## config.mk

```make
export PLATFORM = sky130hd
export DESIGN_NAME = ram_port_arbiter
export DESIGN_NICKNAME = d
export VERILOG_FILES = /design/src/rtl/kyber_ram_pkg.sv /design/src/rtl/rr_pick.sv /design/src/rtl/ram_port_arbiter.sv
export SDC_FILE = /design/constraint.sdc
export NUM_CORES = 1
export LEC_CHECK = 0
export ABC_AREA = 1
export CELL_PAD_IN_SITES_DETAIL_PLACEMENT = 1
export CELL_PAD_IN_SITES_GLOBAL_PLACEMENT = 2
export CORE_AREA = 3 3 301 303
export CTS_BUF_LIST = sky130_fd_sc_hd__clkbuf_2 sky130_fd_sc_hd__clkbuf_4 sky130_fd_sc_hd__clkbuf_8
export DETAILED_ROUTE_END_ITERATION = 8
export DIE_AREA = 0 0 304 306
export PLACE_DENSITY_LB_ADDON = 0.2
export REMOVE_ABC_BUFFERS = 1
export SLEW_MARGIN = 20
export SYNTH_ARGS = -nofsm -noshare
export SYNTH_HDL_FRONTEND = slang
export SYNTH_HIERARCHICAL = 1
export SYNTH_SLANG_ARGS = --single-unit
```

## constraint.sdc

```tcl
create_clock -name clk -period 2.3 [get_ports clk]
set_input_delay 0.46 -clock clk [delete_from_list [all_inputs] [get_ports clk]]
set_output_delay 0.46 -clock clk [all_outputs]
set_load 0.02 [all_outputs]
```

## src/rtl/kyber_ram_pkg.sv

```systemverilog
// Shared constants and types for the Kyber RAM port arbiter.
package kyber_ram_pkg;

  localparam int unsigned KY_ADDR_W = 8;
  localparam int unsigned KY_DATA_W = 96;

  // Client slots on the shared RAM port.
  localparam int unsigned CL_CODER = 0;
  localparam int unsigned CL_NTT   = 1;
  localparam int unsigned CL_AGEN  = 2;
  localparam int unsigned CL_CBD   = 3;

  typedef enum logic [1:0] {
    StIdle,
    StOwn,
    StDrain
  } arb_state_e;

  // Width of a client index; at least one bit even for a single client.
  function automatic int unsigned idx_w(input int unsigned n);
    return (n > 1) ? $clog2(n) : 1;
  endfunction

endpackage

```

## src/rtl/rr_pick.sv

```systemverilog
// Round-robin winner pick: first requester strictly after the last owner, wrapping.
module rr_pick
  import kyber_ram_pkg::*;
#(
  parameter  int unsigned N_CL = 4,
  localparam int unsigned IdxW = idx_w(N_CL)
) (
  input  logic [N_CL-1:0] req_i,
  input  logic [IdxW-1:0] last_i,
  output logic [N_CL-1:0] win_o
);

  logic            found;
  int unsigned     pos;
  logic [IdxW-1:0] pos_idx;

  // Scan offsets 1..N_CL from the last owner; the last owner itself is checked last.
  always_comb begin
    win_o   = '0;
    found   = 1'b0;
    pos     = '0;
    pos_idx = '0;
    for (int unsigned k = 1; k <= N_CL; k++) begin
      pos     = (32'(last_i) + k) % N_CL;
      pos_idx = pos[IdxW-1:0];
      if (!found && req_i[pos_idx]) begin
        win_o[pos_idx] = 1'b1;
        found          = 1'b1;
      end
    end
  end

endmodule

```

## src/rtl/ram_port_arbiter.sv

```systemverilog
// Single-port RAM ownership arbiter: burst grants, read-tag pipe, drain before re-arbitration.
module ram_port_arbiter
  import kyber_ram_pkg::*;
#(
  parameter int unsigned N_CL   = 4,
  parameter int unsigned ADDR_W = KY_ADDR_W,
  parameter int unsigned DATA_W = KY_DATA_W,
  parameter int unsigned RD_LAT = 1
) (
  input  logic                     clk,
  input  logic                     rst,
  input  logic                     rr_mode,
  input  logic [N_CL-1:0]          req,
  output logic [N_CL-1:0]          gnt,
  input  logic [N_CL-1:0]          cl_ren,
  input  logic [N_CL-1:0]          cl_wen,
  input  logic [N_CL*ADDR_W-1:0]   cl_raddr,
  input  logic [N_CL*ADDR_W-1:0]   cl_waddr,
  input  logic [N_CL*DATA_W-1:0]   cl_wdata,
  output logic                     ram_wen,
  output logic [ADDR_W-1:0]        ram_raddr,
  output logic [ADDR_W-1:0]        ram_waddr,
  output logic [DATA_W-1:0]        ram_din,
  input  logic [DATA_W-1:0]        ram_dout,
  output logic [DATA_W-1:0]        rdata,
  output logic [N_CL-1:0]          rvalid,
  output logic                     viol,
  output logic                     busy
);

  localparam int unsigned IdxW = idx_w(N_CL);
  localparam int unsigned CntW = 3;

  arb_state_e      state_q;
  logic [N_CL-1:0] gnt_q;
  logic [IdxW-1:0] last_q;
  logic [CntW-1:0] drain_q;
  logic [N_CL-1:0] tag_q [RD_LAT];
  logic            viol_q;

  logic [N_CL-1:0] rr_win;
  logic [N_CL-1:0] fixed_win;
  logic            fixed_found;
  logic [N_CL-1:0] win;
  logic [IdxW-1:0] win_idx;
  logic            own;
  logic            owner_req;
  logic            own_ren;
  logic            own_wen;
  logic            stray;

  rr_pick #(
    .N_CL(N_CL)
  ) u_rr_pick (
    .req_i (req),
    .last_i(last_q),
    .win_o (rr_win)
  );

  // Fixed priority: lowest requesting index wins.
  always_comb begin
    fixed_win   = '0;
    fixed_found = 1'b0;
    for (int i = 0; i < N_CL; i++) begin
      if (!fixed_found && req[i]) begin
        fixed_win[i] = 1'b1;
        fixed_found  = 1'b1;
      end
    end
  end

  // Mode select and one-hot to index for the last-owner pointer.
  always_comb begin
    win     = rr_mode ? rr_win : fixed_win;
    win_idx = '0;
    for (int i = 0; i < N_CL; i++) begin
      if (win[i]) win_idx = IdxW'(i);
    end
  end

  assign own       = (state_q == StOwn);
  assign owner_req = |(req & gnt_q);
  assign own_ren   = own & |(cl_ren & gnt_q);
  assign own_wen   = own & |(cl_wen & gnt_q);
  // gnt_q is zero outside OWN, so any strobe there counts as stray.
  assign stray     = |((cl_ren | cl_wen) & ~gnt_q);

  // Mirror the owner's slices onto the RAM port; zeros whenever nobody owns it.
  always_comb begin
    ram_raddr = '0;
    ram_waddr = '0;
    ram_din   = '0;
    if (own) begin
      for (int i = 0; i < N_CL; i++) begin
        if (gnt_q[i]) begin
          ram_raddr = cl_raddr[i*ADDR_W +: ADDR_W];
          ram_waddr = cl_waddr[i*ADDR_W +: ADDR_W];
          ram_din   = cl_wdata[i*DATA_W +: DATA_W];
        end
      end
    end
  end

  // Reset gates the write strobe combinationally so no write slips through mid-reset.
  assign ram_wen = own_wen & rst;

  // Ownership FSM with registered grant.
  always_ff @(posedge clk) begin
    if (!rst) begin
      state_q <= StIdle;
      gnt_q   <= '0;
      last_q  <= IdxW'(N_CL - 1);
      drain_q <= '0;
    end else begin
      unique case (state_q)
        StIdle: begin
          if (|req) begin
            gnt_q   <= win;
            last_q  <= win_idx;
            state_q <= StOwn;
          end
        end
        StOwn: begin
          if (!owner_req) begin
            gnt_q   <= '0;
            drain_q <= CntW'(RD_LAT - 1);
            state_q <= StDrain;
          end
        end
        StDrain: begin
          if (drain_q == '0) state_q <= StIdle;
          else               drain_q <= drain_q - 1'b1;
        end
        default: state_q <= StIdle;
      endcase
    end
  end

  // Read-tag pipe: owner one-hot travels RD_LAT stages alongside the RAM read.
  always_ff @(posedge clk) begin
    if (!rst) begin
      for (int i = 0; i < RD_LAT; i++) tag_q[i] <= '0;
    end else begin
      tag_q[0] <= own_ren ? gnt_q : '0;
      for (int i = 1; i < RD_LAT; i++) tag_q[i] <= tag_q[i-1];
    end
  end

  // Sticky protocol-violation flag.
  always_ff @(posedge clk) begin
    if (!rst)       viol_q <= 1'b0;
    else if (stray) viol_q <= 1'b1;
  end

  assign gnt    = gnt_q;
  assign rvalid = tag_q[RD_LAT-1];
  assign rdata  = ram_dout;
  assign viol   = viol_q;
  assign busy   = (state_q != StIdle);

endmodule
```

==> results.md <==
- YS warnings: 6
- Sink Count: 16
- Syn avg cell area: between 5 and 6 sq um
- Clock latency on the worst-skew pair: approximately 0.25 ns
- Combinational share of power: 90.6%
- Least-Margin Pin Slew: between 0.3 and 0.4 ns
- Routability Congestion: roughly 0.76
- Top FF cell, synth: dfxtp_1
- Core Area: about 0.088 sq mm
- RSZ-0062 raised after global routing: true
- Place WS: -0.484 ns
- Initial antenna violation count: 10
- DR iter-0 viols: approximately 310
- Io pins: between 700 and 800
- Initial Utilization: under 10%
- Ratio of cells with drive above 1 in the final layout: between 20% and 30%
- Post-synth EDFFs: 0
- Critical path's most frequent cell: a21oi_1
- Seq pwr share: under 10%
- Wire length per cell: 22.4 um
- R2r worst-path depth: 14
- Netlist cell types: 31
- Setup TNS Final: -0.00937 ns
- Clock buffer depth: 2
- MaxCap Viol Count: 0
- Pwr dens: ~460 mW/mm^2
- Maximum VDD drop: around 0.16 mV
- Worst rel slew slack: roughly three quarters
- H-tree lvl count: 1
- CTS root buffer: clkbuf_8
- Post-Syn Area: a little under 0.006 sq mm
- Sw Ratio: around half
- Largest net degree at the start of global routing: 40
- Vias in the first global route: 10900
- Worst Clk Skew: roughly 0.0029 ns
- Max Fanout on Critical Path: 31
- Psw: 3.13 mW
- Synth-to-Final Area Change: 130%
- Status: finished, violations left
- Total number of vias: approximately 10000
- Final Hold Violating Endpoints: 0
- Final worst path period need: 2.31 ns
- Failing checks: negative setup slack
- Leakage power: 5.34 nW
- DRC viols: 0
- Worst path max stage delay: ~0.4 ns
- Final ANT Viol Nets: 0
- Int Pwr: 3.06 mW
- DIE WIDTH: roughly 300 um
- First-pass GRT wire length: around 83 mm
- Seq/Total Area, Yosys: under 10%
- Seq cells post-synth: 16
- HPWL after DPL: about 50 mm
- Total CTS buffers: 3
- Commonest non-fill, non-tap cell in the layout: clkdlybuf4s50_1
- Post-synthesis cell count: around 1100
- Critical Path AT: ~1.9 ns
- Die extent in y: 306 um
- Routed wire length: ~63 mm
- Most frequent cells in the layout: clkdlybuf4s50_1 (472), a21oi_1 (227), nand2_1 (165)
- PortBufs: 585
- Rows: 109
- Setup violators final: 1
- Post-route total power: between 6 and 7 mW
- RR Startpoint: last_q[0]$_SDFFE_PN1P_
- Hold Path Class: reg -> reg
- Setup WS post-layout: -0.00937 ns
- Fin nets: 2212
- Final hold slack: approximately 0.48 ns
- Average vias per placed instance: about 3.6
- CTS hold repair buffers: 0
- First-pass DRT Iterations: 4
- Req. time, crit path: 1.84 ns
- GRT Resource Usage Total: 12.1%
- Capture point of the worst reg-to-reg path: gnt[0]$_SDFFE_PN0P_
- Slowest CP cell: dfxtp_4
- Critical-path cell list: buf_12 -> buf_4 -> a21oi_1 -> nand2_1 -> o21ai_0 -> a21oi_1 -> dlygate4sd2_1
- CP startpoint: gnt[1]$_SDFFE_PN0P_
- Max Freq: roughly 430 MHz
- Crit path to: ram_waddr[7]
- GRT overflow: 0
- Clk network pwr share: about 3.8%
- Period Utilization, post-route: 100%
- Async S/R FF share, synth: 0%
- Clock transition at path regs: 0.07 ns
- Setup CP Type: reg -> out
- CTS tree: built
- Worst setup EP type: output pin
- Slew Limit Fails: 0
- Die area: 0.0930 sq mm
- Setup crit start kind: register
- Flop-to-flop setup slack: between 0.3 and 0.4 ns
[area by class of cell]
cell class                 count  area (sq um)
multi-input combinational    820          4070
timing repair buffer         771          7320
antenna                        7          17.5
tap                         1165          1460
sequential                    16           333
inverter                      31           126
clock buffer                   4          48.8
fill                       10700         74900
[stage by stage]
stage / utilization [%] / std cells / instance area (sq um)
2_1_floorplan: - / 867 / 4470
3_3_place_gp: 15.2 / 2785 / 13400
3_5_place_dp: 15.2 / 2785 / 13400
4_1_cts: 15.2 / 2789 / 13500
5_1_grt: 15.2 / 2813 / 13400
6_report: 15.2 / 2814 / 13400
[critical path: cells and delay by family (launching register included)]
kind	cells	cell delay, ns
buffers and inverters	3	0.78
flip-flops	1	0.40
AO/OA/AOI/OAI	3	0.29
AND/OR/NAND/NOR	1	0.06
[per-layer routing]
metal,vias to the layer above,share of wire [%],global-route usage (%)
li1,4780,-,-
met1,4627,42,14.6
met2,553,45,19.3
met3,26,11,6.44
met4,10,0.71,1.42
met5,-,0.61,2.98
[synthesized netlist by cell type (2+ instances only)]
cell      count  area share [%]
o21ai_1      70             6.0
clkbuf_2      9            0.78
dfxtp_1      16             5.5
buf_2        35             3.0
a21oi_1     233              20
buf_8         3            0.78
ha_1         10             2.2
buf_4       101              13
o21ai_0     158              14
nand2_4       2            0.39
nor2_1        9            0.58
clkbuf_1     28             1.8
nand3_2       3            0.52
nand2_1     167              11
clkbuf_4      4            0.52
a22o_1        2            0.30
nor2_4        2            0.39
inv_1        24             1.6
nor3_1        4            0.34
buf_6        16             3.1
nand4_1       5            0.54
inv_2         5            0.32
nand3_1     147              13
nand2_2       3            0.32
[logic make-up (layout without fill, tap and decap cells)]
| kind of cell | after synthesis | after routing | share of synthesized area [%] |
|---|---|---|---|
| AOI/OAI and AO/OA | 466 | 466 | 40.5 |
| and+or+nand+nor | 344 | 344 | 26.8 |
| buffers and inverters | 227 | 806 | 25.1 |
| DFF | 16 | 16 | 5.51 |
| adders and majority gates | 10 | 10 | 2.15 |
| other | 0 | 7 | 0 |
[sequential cells by signal, summed over array words and instances (netlist names)]
register / cells
last_q: 2
viol: 1
state_q: 2
gnt: 4
drain_q: 3
tag_q: 4
[repair_timing]
item | in CTS | in global routing
pin swaps | 0 | 2
gates cloned | 0 | 7
setup buffers | 0 | 11
endpoints found under the hold margin | 0 | 0
setup endpoints to repair | 105 | 106
resized for setup | 260 | 156
[power by group through the flow]
stage,combinational [mW],sequential (mW),clock [mW]
finish,5.60,0.348,0.234
global route,6.23,0.353,0.267
CTS,5.53,0.347,0.250
detailed placement,5.61,0.352,0
global placement,5.61,0.353,0
floorplan,2.09,0.548,0
[how the worst min path moves through the flow]
stage                            startpoint                 endpoint  slack [ns]  cells past startpoint
detailed placement        viol$_SDFFE_PN0P_        viol$_SDFFE_PN0P_        0.46                      2
finish              drain_q[0]$_SDFFE_PN0P_  drain_q[0]$_SDFFE_PN0P_        0.48                      2
CTS                 drain_q[0]$_SDFFE_PN0P_  drain_q[0]$_SDFFE_PN0P_        0.49                      2
global route        drain_q[0]$_SDFFE_PN0P_  drain_q[0]$_SDFFE_PN0P_        0.53                      2
global placement          viol$_SDFFE_PN0P_        viol$_SDFFE_PN0P_        0.46                      2
floorplan           drain_q[0]$_SDFFE_PN0P_  drain_q[0]$_SDFFE_PN0P_        0.46                      2
Power figures use the tool's default switching activity.
